$ cat config.mk
export PLATFORM = sky130hd
export DESIGN_NAME = xy_controller_array_flat
export DESIGN_NICKNAME = d
export VERILOG_FILES = /design/src/rtl/xyc_pkg.sv /design/src/rtl/xy_controller_array_if.sv /design/src/rtl/xyc_channel.sv /design/src/rtl/xy_controller_array.sv /design/src/flat_wrapper.sv
export SDC_FILE = /design/constraint.sdc
export NUM_CORES = 1
export LEC_CHECK = 0
export ABC_AREA = 1
export CAP_MARGIN = 15
export CORE_MARGIN = 2
export CORE_UTILIZATION = 50
export CTS_BUF_LIST = sky130_fd_sc_hd__clkbuf_16
export DETAILED_ROUTE_END_ITERATION = 16
export HOLD_SLACK_MARGIN = 0.1
export PLACE_DENSITY = 0.82
export SLEW_MARGIN = 20
export SYNTH_ARGS = -nofsm -noshare
export SYNTH_HDL_FRONTEND = slang
export SYNTH_SLANG_ARGS = --single-unit
$ cat constraint.sdc
create_clock -name clock -period 1.6 [get_ports clock]
set_input_delay 0.4 -clock clock [delete_from_list [all_inputs] [get_ports clock]]
set_output_delay 0.4 -clock clock [all_outputs]
set_load 0.03 [all_outputs]
$ cat src/rtl/xyc_pkg.sv
// ============================================================================
// Module  : xyc_pkg
// Brief   : Shared state encodings and sizing helper for xy_controller_array.
// Revision: 1.0
// ============================================================================
`default_nettype none

package xyc_pkg;

    // The encoding is the function code presented on {F1,F0}.
    typedef enum logic [1:0] {
        IDLE  = 2'b00,
        RUN   = 2'b01,
        PAUSE = 2'b10,
        FAULT = 2'b11
    } xyc_state_t;

    function automatic int hold_cnt_width(input int hold_cycles);
        return $clog2(hold_cycles + 1);
    endfunction

endpackage

`default_nettype wire

$ cat src/rtl/xy_controller_array_if.sv
// ============================================================================
// Module  : xy_controller_array_if
// Brief   : Per-channel X/Y request bundle and function-code/status outputs.
// Revision: 1.0
// ============================================================================
`default_nettype none

interface xy_controller_array_if #(
    parameter int CHANNELS = 4
) ();
    logic [CHANNELS-1:0] X;
    logic [CHANNELS-1:0] Y;
    logic [CHANNELS-1:0] F1;
    logic [CHANNELS-1:0] F0;
    logic [CHANNELS-1:0] changed;
    logic                fault_any;

    modport master (
        output X, Y,
        input  F1, F0, changed, fault_any
    );

    modport slave (
        input  X, Y,
        output F1, F0, changed, fault_any
    );
endinterface

`default_nettype wire

$ cat src/rtl/xyc_channel.sv
// ============================================================================
// Module  : xyc_channel
// Brief   : One X/Y Moore controller with return-to-idle hold filter and
//           change strobe. XYC_STICKY_FAULT_EN makes FAULT absorbing.
// Revision: 1.0
// ============================================================================
`default_nettype none

module xyc_channel
    import xyc_pkg::*;
#(
    parameter int HOLD_CYCLES = 3
) (
    input  wire logic clock,
    input  wire logic reset,
    input  wire logic x,
    input  wire logic y,
    output logic      f1,
    output logic      f0,
    output logic      changed,
    output logic      fault
);
    localparam int            CW        = hold_cnt_width(HOLD_CYCLES);
    localparam logic [CW-1:0] HOLD_LAST = CW'(HOLD_CYCLES - 1);

    xyc_state_t    state;
    xyc_state_t    state_next;
    logic [CW-1:0] hold_cnt;
    logic [CW-1:0] hold_next;
    logic          quiet;
    logic          hold_done;

    always_comb begin
        quiet      = !x && !y;
        // The exit fires on the edge where the count would reach HOLD_CYCLES.
        hold_done  = quiet && (hold_cnt == HOLD_LAST);
        state_next = state;
        hold_next  = '0;
        if (x && y) begin
            state_next = FAULT;
        end else begin
            case (state)
                IDLE:  if (x) state_next = RUN;
                RUN:   if (y) state_next = PAUSE;
                PAUSE: begin
                    if (x)              state_next = RUN;
                    else if (hold_done) state_next = IDLE;
                    else if (quiet)     hold_next  = hold_cnt + 1'b1;
                end
                FAULT: begin
`ifdef XYC_STICKY_FAULT_EN
                    state_next = FAULT;
`else
                    if (hold_done)  state_next = IDLE;
                    else if (quiet) hold_next  = hold_cnt + 1'b1;
`endif
                end
                default: state_next = IDLE;
            endcase
        end
    end

    always_ff @(posedge clock) begin
        if (reset) begin
            state    <= IDLE;
            hold_cnt <= '0;
            changed  <= 1'b0;
        end else begin
            state    <= state_next;
            hold_cnt <= hold_next;
            changed  <= (state_next != state);
        end
    end

    assign f1    = state[1];
    assign f0    = state[0];
    assign fault = (state == FAULT);

endmodule

`default_nettype wire

$ cat src/rtl/xy_controller_array.sv
// ============================================================================
// Module  : xy_controller_array
// Brief   : CHANNELS independent X/Y controllers with aggregated fault flag.
//           Optional macro: XYC_STICKY_FAULT_EN (FAULT left only by reset).
// Revision: 1.0
// ============================================================================
`default_nettype none

module xy_controller_array
    import xyc_pkg::*;
#(
    parameter int CHANNELS    = 4,
    parameter int HOLD_CYCLES = 3
) (
    input  wire logic              clock,
    input  wire logic              reset,
    xy_controller_array_if.slave   bus
);
    logic [CHANNELS-1:0] fault_vec;

    for (genvar i = 0; i < CHANNELS; i++) begin : g_chan
        xyc_channel #(
            .HOLD_CYCLES (HOLD_CYCLES)
        ) u_chan (
            .clock   (clock),
            .reset   (reset),
            .x       (bus.X[i]),
            .y       (bus.Y[i]),
            .f1      (bus.F1[i]),
            .f0      (bus.F0[i]),
            .changed (bus.changed[i]),
            .fault   (fault_vec[i])
        );
    end

    assign bus.fault_any = |fault_vec;

endmodule

`default_nettype wire

$ cat src/flat_wrapper.sv
// flat-port wrapper written by rule: the top's interface ports become plain ports
module xy_controller_array_flat import xyc_pkg::*;
#(
    parameter int CHANNELS    = 4,
    parameter int HOLD_CYCLES = 3
)
  (clock, reset, bus_X, bus_Y, bus_F1, bus_F0, bus_changed, bus_fault_any);
  xy_controller_array_if #(.CHANNELS(CHANNELS)) bus_i ();
  input  wire logic clock;
  input  wire logic reset;
  input wire logic [$bits(bus_i.X)-1:0] bus_X;
  input wire logic [$bits(bus_i.Y)-1:0] bus_Y;
  output wire logic [$bits(bus_i.F1)-1:0] bus_F1;
  output wire logic [$bits(bus_i.F0)-1:0] bus_F0;
  output wire logic [$bits(bus_i.changed)-1:0] bus_changed;
  output wire logic [$bits(bus_i.fault_any)-1:0] bus_fault_any;
  assign bus_i.X = bus_X;
  assign bus_i.Y = bus_Y;
  assign bus_F1 = bus_i.F1;
  assign bus_F0 = bus_i.F0;
  assign bus_changed = bus_i.changed;
  assign bus_fault_any = bus_i.fault_any;
  xy_controller_array #(.CHANNELS(CHANNELS), .HOLD_CYCLES(HOLD_CYCLES)) u_core (.clock(clock), .reset(reset), .bus(bus_i));
endmodule
==> impl_metrics.csv <==
group,metric,value,unit
timing,maxSlewViolCount,0,
cells_and_area,fin_area,0.00141,mm^2
critical_path,critical_path.top_delay_family,"buffers and inverters",
critical_path,cp_max_fo,6,
cells_and_area,final_cells,216,
pwr,power_switching,383,uW
critical_path,r2r_end,"u_core.g_chan[3].u_chan.hold_cnt[1]$_SDFF_PP0_",
critical_path,worstPathArrival,1.08,ns
timing,timing.hold.ws,0.419,ns
floorplanning,die_h,51.9,um
logic_synthesis,ys_warn_count,0,
pwr,pwr-share-clk,0.366,
timing,rsz0062_at_grt,"false",
floorplanning,num_rows,17,
global_routing,grt_pass1_wl,4.04,mm
critical_path,r2r-start,"u_core.g_chan[3].u_chan.hold_cnt[0]$_SDFF_PP0_",
critical_path,rrSetupSlack,0.44,ns
pwr,p_sw_frac,0.280,
timing,hold_violations,0,
pwr,fin_total_pwr,1370,uW
placed_design,place_inst,212,
global_routing,gr-total-overflow,0,
pwr,p_int,986,uW
global_routing,antenna_found_initial,0,
outcome,status,"complete, no violations",
drt,vias,1107,
drt,via_per_inst,5.13,
logic_synthesis,ys_seq_area_frac,0.349,
min_path,hold_depth,1,
timing,relSlewSlack,0.809,
logic_synthesis,synthXorXnorAreaFrac,0,
logic_synthesis,synth_cell_type_count,19,
floorplanning,start_util,0.524,
timing,setup_viol,0,
clock_tree,htreeDepth,1,
critical_path,crit_end,"bus_F0[2]",
critical_path,critPathCaptureType,"output port",
clock_tree,cts_tree,"done",
pwr,p_leak,0.000686,uW
critical_path,cp_data_required_time,1.20,ns
logic_synthesis,yosys.area_share.adder,0.0436,
logic_synthesis,synth_top_area_cell,"dfxtp_1",
logic_synthesis,yosys-top-cells-area,"dfxtp_1 (35%), nand2_1 (15%), buf_4 (7.8%), nand3_1 (7.4%), inv_1 (7.2%)",
critical_path,slowest_delay,0.42,ns
logic_synthesis,yosys.area_share.simple,0.351,
logic_synthesis,synth-compound-area-share,0.0752,
floorplanning,coreArea,0.00219,mm^2
global_routing,grt_pass1_vias,1028,
floorplanning,die_w,51.9,um
cells_and_area,fin_util,0.645,
clock_tree,clock_latency,0.25,ns
clock_tree,clkSinkCount,20,
timing,layout_min_cycle_time,1.48,ns
pwr,power_density,968,mW/mm^2
logic_synthesis,netlist_instances,169,
pwr,ir_worst_vdd,0.870,mV
logic_synthesis,synth_seq_cells,20,
logic_synthesis,synthMuxAreaShare,0,
critical_path,path_class,"register to output port",
cells_and_area,area_growth,23.1,%
logic_synthesis,synth_top_family_by_area,"simple AND/OR/NAND/NOR gates",
critical_path,startpoint_type,"register",
clock_tree,root_buffer,"clkbuf_16",
critical_path,r2r_cells,4,
placed_design,dpl_cell_area,0.00135,mm^2
cells_and_area,fillCellCount,191,
critical_path,slowest_stage,"dlygate4sd2_1",
clock_tree,clockBufferDepth,2,
logic_synthesis,syn_area,0.00115,mm^2
critical_path,worst-path-buf-inv,1,
critical_path,crit_cells,1,
cells_and_area,final_cell_mix,"nand2_1 (46), inv_1 (22), dfxtp_1 (20)",
global_routing,grt_max_degree,12,
timing,fmax,678,MHz
placed_design,io_buffers,22,
cells_and_area,drive_gt1_frac,0.0904,
pwr,power_frac_comb,0.238,
critical_path,startpoint,"u_core.g_chan[2].u_chan.state[0]$_SDFF_PP0_",
logic_synthesis,synth_top_area_frac,0.349,
floorplanning,die_area,0.00270,mm^2
timing,post-route-period-util,0.922,
cells_and_area,final_common_cell,"nand2_1",
timing,final.setup_skew,0.00443,ns
clock_tree,clk_pin_slew,0.05,ns
drt,wl_per_cell,10.3,um
logic_synthesis,syn_area_per_cell,6.80,um^2
drt,wirelength,2.23,mm
cells_and_area,nets,203,
timing,worstMarginPinSlew,0.283,ns
drt,firstDrtPassIters,4,
floorplanning,io_pins,23,
drt,post-route-drc-count,0,
pwr,seqPwrFrac,0.396,
critical_path,worstPathCellList,"dlygate4sd2_1",
drt,route.antenna.remaining_nets,0,
cells_and_area,n_antenna_cell,0,
clock_tree,cts_made_buffers,3,
job,maxCapViolCount,0,
global_routing,grt_usage,0.203,
logic_synthesis,syn_nets,183,
drt,drt_iter0_markers,13,
placed_design,hpwl,1.70,mm
placed_design,place.gp.congestion,0.837,
min_path,hp-class,"register to register",
[power groups by stage]
| stage | combinational [uW] | sequential (uW) | clock [uW] |
|---|---|---|---|
| 6_report | 326 | 542 | 502 |
| 5_1_grt | 363 | 544 | 533 |
| 4_1_cts | 327 | 542 | 506 |
| 3_5_place_dp | 342 | 554 | 0 |
| 3_3_place_gp | 333 | 553 | 0 |
| 2_1_floorplan | 234 | 563 | 0 |
[cell families after synthesis]
logic type      after synthesis
fa+ha+maj                     4
compound gates               15
buf+inv                      39
flops                        20
simple gates                 91
[cell type report]
class | instances | area, um^2 | share of cell area
Clock buffer | 3 | 75.1 | 0.0531
Inverter | 22 | 82.6 | 0.0584
Sequential cell | 20 | 400 | 0.283
Multi-Input combinational cell | 110 | 539 | 0.381
Clock inverter | 1 | 3.75 | 0.00265
Tap cell | 28 | 35.0 | 0.0248
Timing Repair Buffer | 32 | 278 | 0.196
[metal layers]
layer  track usage  wire length [um]  share of wire
met4         0.118                68          0.030
met5             0                 0              0
met3        0.0431                93          0.042
met2         0.361              1150           0.52
met1         0.217               920           0.41
[worst min path at each step]
| stage | from | to | slack (ns) |
|---|---|---|---|
| floorplan | u_core.g_chan[0].u_chan.hold_cnt[0]$_SDFF_PP0_ | u_core.g_chan[0].u_chan.hold_cnt[0]$_SDFF_PP0_ | 0.40 |
| global placement | u_core.g_chan[0].u_chan.hold_cnt[0]$_SDFF_PP0_ | u_core.g_chan[0].u_chan.hold_cnt[0]$_SDFF_PP0_ | 0.41 |
| detailed placement | u_core.g_chan[3].u_chan.hold_cnt[0]$_SDFF_PP0_ | u_core.g_chan[3].u_chan.hold_cnt[0]$_SDFF_PP0_ | 0.41 |
| CTS | u_core.g_chan[2].u_chan.hold_cnt[0]$_SDFF_PP0_ | u_core.g_chan[2].u_chan.hold_cnt[0]$_SDFF_PP0_ | 0.42 |
| global route | u_core.g_chan[2].u_chan.hold_cnt[0]$_SDFF_PP0_ | u_core.g_chan[2].u_chan.hold_cnt[0]$_SDFF_PP0_ | 0.44 |
| finish | u_core.g_chan[0].u_chan.hold_cnt[0]$_SDFF_PP0_ | u_core.g_chan[0].u_chan.hold_cnt[0]$_SDFF_PP0_ | 0.42 |
[repair_timing]
action | 4_1_cts | 5_1_grt
setup endpoints to repair | 12 | 0
gates resized for setup | 12 | 0
hold buffers | 0 | 0
setup buffers | 0 | 0
[metrics by stage]
stage / setup TNS [ns] / worst slack [ns]
2_1_floorplan: 0 / 0.453
3_5_place_dp: -0.0536 / -0.0516
6_report: 0 / 0.124
4_1_cts: 0 / 0.120
3_3_place_gp: 0 / 0.0127
5_1_grt: 0 / 0.0504
[registers in the layout, indices dropped and copies added (netlist names)]
| signal | count |
|---|---|
| u_core.g_chan.u_chan.changed | 4 |
| u_core.g_chan.u_chan.hold_cnt | 8 |
| u_core.g_chan.u_chan.state | 8 |
[synthesized netlist by cell type]
cell,instances
a21oi_1,7
a31oi_1,1
buf_2,2
buf_4,12
buf_6,2
clkbuf_1,1
dfxtp_1,20
ha_1,4
inv_1,22
nand2_1,46
nand3_1,17
nand4_1,5
nor2_1,11
nor2_2,3
nor3_1,2
nor4_1,6
o211ai_1,4
o21ai_0,3
or3_1,1
Power figures use the tool's default switching activity.
